==> src/rtl/button_event_unit.sv <==
// button_event_unit: per-lane sync, integrating debounce, press/release pulses and hold flag.
// Define BTN_AUTOREPEAT_EN to build auto-repeat press pulses while a lane is held.
module button_event_unit #(
  parameter int NUM_BTN = 5,
  parameter int DEBOUNCE_CYCLES = 1024,
  parameter int HOLD_CYCLES = 200000,
  parameter int REPEAT_CYCLES = 50000
) (
  input  logic               clk,
  input  logic               reset,
  input  logic [NUM_BTN-1:0] btn_raw,
  input  logic               enable,
  output logic [NUM_BTN-1:0] btn_level,
  output logic [NUM_BTN-1:0] btn_press,
  output logic [NUM_BTN-1:0] btn_release,
  output logic [NUM_BTN-1:0] btn_held
);
  localparam logic [15:0] DLAST = 16'(DEBOUNCE_CYCLES - 1);
  localparam logic [23:0] HMAX = 24'(HOLD_CYCLES);
  for (genvar i = 0; i < NUM_BTN; i++) begin : g_lane
    logic [1:0] sync;
    logic stable, held, press, rel, s, flip, stable_n, rep;
    logic [15:0] dcnt;
    logic [23:0] hcnt, hcnt_n;
    assign s = sync[1];
    assign flip = (s != stable) && (dcnt == DLAST);
    assign stable_n = flip ? s : stable;
    assign hcnt_n = !stable ? '0 : (hcnt == HMAX) ? hcnt : hcnt + 24'd1;
`ifdef BTN_AUTOREPEAT_EN
    localparam logic [23:0] RLAST = 24'(REPEAT_CYCLES - 1);
    logic [23:0] rcnt;
    always_ff @(posedge clk)
      rcnt <= (!reset || !held || rcnt == RLAST) ? '0 : rcnt + 24'd1;
    // a wrap on the release edge must not collide with the release pulse
    assign rep = held && (rcnt == RLAST) && stable_n;
`else
    assign rep = 1'b0;
`endif
    always_ff @(posedge clk) begin
      if (!reset) begin
        sync <= '0;
        stable <= 1'b0;
        dcnt <= '0;
        hcnt <= '0;
        held <= 1'b0;
        press <= 1'b0;
        rel <= 1'b0;
      end else begin
        sync <= {sync[0], btn_raw[i]};
        stable <= stable_n;
        dcnt <= (s == stable || flip) ? '0 : dcnt + 16'd1;
        hcnt <= hcnt_n;
        held <= stable_n && (hcnt_n == HMAX);
        press <= enable && ((flip && s) || rep);
        rel <= flip && !s;
      end
    end
    assign btn_level[i] = stable;
    assign btn_press[i] = press;
    assign btn_release[i] = rel;
    assign btn_held[i] = held;
  end
endmodule

==> config.mk <==
export PLATFORM = sky130hd
export DESIGN_NAME = button_event_unit
export DESIGN_NICKNAME = d
export VERILOG_FILES = /design/src/rtl/button_event_unit.sv
export SDC_FILE = /design/constraint.sdc
export NUM_CORES = 1
export LEC_CHECK = 0
export CAP_MARGIN = 20
export CORE_ASPECT_RATIO = 0.9
export CORE_MARGIN = 3
export CORE_UTILIZATION = 55
export CTS_CLUSTER_DIAMETER = 30
export DETAILED_ROUTE_END_ITERATION = 7
export PLACE_DENSITY = 0.72
export SYNTH_ARGS = -nofsm -noshare
export SYNTH_HDL_FRONTEND = slang
export SYNTH_SLANG_ARGS = --single-unit
==> constraint.sdc <==
create_clock -name clk -period 3.2 [get_ports clk]
set_clock_uncertainty 0.15 [all_clocks]
set_input_delay 0.96 -clock clk [delete_from_list [all_inputs] [get_ports clk]]
set_output_delay 0.96 -clock clk [all_outputs]
set_load 0.02 [all_outputs]
==> metrics <==
outcome=completed; GRT Total Usage=a little over a fifth; Die Y=~140 um; share of cells above drive strength 1=under 10%; final worst-path cycle share=89.7%; # diodes=0; CP max FO=9; gpl congestion=roughly 0.85; Post-Route WL=24.2 mm; number of gates resized after CTS=0; Worst setup SP type=flip-flop; sequential area share after synthesis=roughly 40%; VDD IR max=about 430 uV; Initial Utilization=56.7%; first-pass GRT wire length=41.0 mm; initial antenna violation count=0; RSZ-0062 raised after global routing=false; CTS tree=yes; TritonRoute pass-1 iters=5; DRT iter0 DRCs=around 540; Mapped Avg Cell Area=8.47 sq um; Hold Fails Final Rpt=0; IO Pins=28; Sum Neg Setup Slack=0 ns; # setup viols final=0; Worst Hold Class=reg2reg; hold buffer count at cts=0; Die X=~160 um; #FFs+latches synth=230; Netlist cell types=76; EDFF count, synth=0; vias in the first global route=8,736; WP data arrival=approximately 1.8 ns; nets=between 1,000 and 1,500; critical path cell sequence=clkdlybuf4s50_1; Slew Limit Fails=0; DR vias=9,385; worst skew pair latency=approximately 0.52 ns; PD cells=between 500 and 600 nW/um^2; fillers=~1,700; Synth Flop Type=dfxtp_1; Mapped Area=about 12,000 sq um; Post CTS Setup Buffer Count=0; GRT overflow=0; DR vias/cell=between 5 and 6; crit path kind=reg2out; hold slack=about 0.28 ns; maxcap violations=0; max_slew headroom=a little over half; clock sinks=230; post-synth net total=~1,400; DR WL/cell=around 14 um; Register Area=~4600 sq um; warnings from Yosys=0; leak pwr=~4.5 nW; CTS Buffer Depth=3; slowest stage delay, CP=around 0.69 ns; Core Region=20,300 sq um; Tmin final=between 2 and 3 ns; CTS root buffer=clkbuf_16; CP top delay family=buffers and inverters; crit end category=output pin; Post-DRT Antenna Nets=0; Required @ worst endpoint=around 2.1 ns; area of the multi-input gates=approximately 6300 sq um; Cells after Synth=roughly 1,400; crit path buf inv count=1; Slowest-stage cell, CP=clkdlybuf4s50_1; largest net degree at the start of global routing=25; row cnt=49; DP HPWL=between 15 and 20 mm; Worst-path clk slew=approximately 0.050 ns; full die area=~23,000 sq um; Buffers on Ports=27; H-tree levels=2; Worst-Margin Slew=~0.7 ns; ys async rst share=0%; # DRC=0; Max Fclk=approximately 350 MHz; CTS Buf Count=44; synthesis-to-layout area growth=15.8%
## registers in the layout (all words and copies together) (netlist names)
signal         count
g_lane.press       5
g_lane.stable      5
g_lane.held        5
g_lane.dcnt       80
g_lane.rel         5
g_lane.hcnt      120
g_lane.sync       10
## synthesized netlist by cell type, types with 5 or more instances
cell type | count | area share (%)
nand3_1 | 87 | 3.8
ha_1 | 15 | 1.6
and4_1 | 17 | 1.3
nor2b_1 | 8 | 0.43
a31o_2 | 6 | 0.46
o211ai_1 | 6 | 0.39
a21oi_1 | 20 | 0.87
o21ai_0 | 16 | 0.70
inv_1 | 48 | 1.6
nor3_1 | 31 | 1.3
or4_1 | 7 | 0.46
nor4b_1 | 15 | 1.1
nor2_1 | 234 | 7.6
nor4_1 | 33 | 1.8
and3_1 | 48 | 2.6
buf_2 | 11 | 0.48
buf_6 | 7 | 0.68
buf_4 | 21 | 1.4
nand2b_1 | 7 | 0.38
xor2_1 | 102 | 7.8
dfxtp_1 | 230 | 40
and2_1 | 21 | 1.1
a31oi_1 | 6 | 0.33
xnor2_1 | 87 | 6.6
or3_1 | 5 | 0.27
nand2_1 | 85 | 2.8
clkbuf_1 | 33 | 1.1
nand4_1 | 56 | 3.0
mux2i_1 | 13 | 1.1
## path summary, 6_finish.rpt
check                          startpoint  slack, ns                      endpoint  cells past startpoint
min reg2reg  g_lane[1].sync[0]$_SDFF_PN0_       0.28  g_lane[1].sync[1]$_SDFF_PN0_                      1
min          g_lane[1].sync[0]$_SDFF_PN0_       0.28  g_lane[1].sync[1]$_SDFF_PN0_                      1
max reg2reg  g_lane[1].hcnt[0]$_SDFF_PN0_       0.40     g_lane[1].held$_SDFF_PN0_                      7
max           g_lane[2].stable$_SDFF_PN0_       0.33                  btn_level[2]                      1
## per-layer routing
| metal | up-vias | track usage, % | routed length [um] | part of all wire, % |
|---|---|---|---|---|
| met3 | 47 | 3.94 | 1120 | 4.6 |
| met1 | 4391 | 29.8 | 11600 | 48 |
| met2 | 199 | 33.9 | 10900 | 45 |
| met4 | 0 | 6.34 | 522 | 2.2 |
| li1 | 4748 | - | - | - |
| met5 | - | 0 | 0 | 0 |
## power breakdown
part | leakage [nW] | internal [W] | switching, W
sequential | 1.85 | 0.00288 | 0.00000619
combinational | 1.88 | 0.0000162 | 0.0000236
clock | 0.744 | 0.00308 | 0.00161
total | 4.48 | 0.00597 | 0.00164
## layout make-up
| type | count | share of cell area, % |
|---|---|---|
| Multi-Input combinational cell | 1007 | 47.2 |
| Tap cell | 280 | 2.63 |
| Inverter | 48 | 1.35 |
| Timing Repair Buffer | 40 | 2.76 |
| Clock buffer | 50 | 8.74 |
| Clock inverter | 32 | 2.77 |
| Sequential cell | 230 | 34.5 |
## cells by family (layout without fill, tap and decap cells)
group | after synthesis | in the layout | share of synthesized area [%]
AOI/OAI and AO/OA | 98 | 98 | 6.04
and+or+nand+nor | 690 | 690 | 31.3
DFF | 230 | 230 | 40.0
muxes | 15 | 15 | 1.33
buffers and inverters | 123 | 170 | 5.32
xor gates and xnor gates | 189 | 189 | 14.4
adders and majority gates | 15 | 15 | 1.63
## metrics by stage
step | std cells | power, W | area [sq um] | util (%) | setup slack (ns)
6_report | 1687 | 0.00761 | 13300 | 65.7 | 0.330
5_1_grt | 1687 | 0.00785 | 13300 | 65.7 | 0.130
4_1_cts | 1687 | 0.00769 | 13300 | 65.7 | 0.315
3_5_place_dp | 1605 | 0.00298 | 11800 | 58.1 | 0.148
3_3_place_gp | 1605 | 0.00298 | 11800 | 58.1 | 0.222
2_1_floorplan | 1360 | 0.00296 | 11500 | - | 0.789
## cells in the final DEF (no fill, tap or decap), types with 7 or more instances in the layout
cell type / Yosys / routed
a21oi_1: 20 / 20
nand4_1: 56 / 56
and4_1: 17 / 17
nor3_1: 31 / 31
inv_6: 0 / 12
ha_1: 15 / 15
xor2_1: 102 / 102
and3_1: 48 / 48
dfxtp_1: 230 / 230
nor2b_1: 8 / 8
clkbuf_16: 0 / 45
or4_1: 7 / 7
nor2_1: 234 / 234
clkdlybuf4s50_1: 0 / 27
mux2i_1: 13 / 13
inv_1: 48 / 48
nand3_1: 87 / 87
xnor2_1: 87 / 87
nand2b_1: 7 / 7
nor4_1: 33 / 33
o21ai_0: 16 / 16
buf_4: 21 / 13
nor4b_1: 15 / 15
nand2_1: 85 / 85
and2_1: 21 / 21
Power figures use the tool's default switching activity.
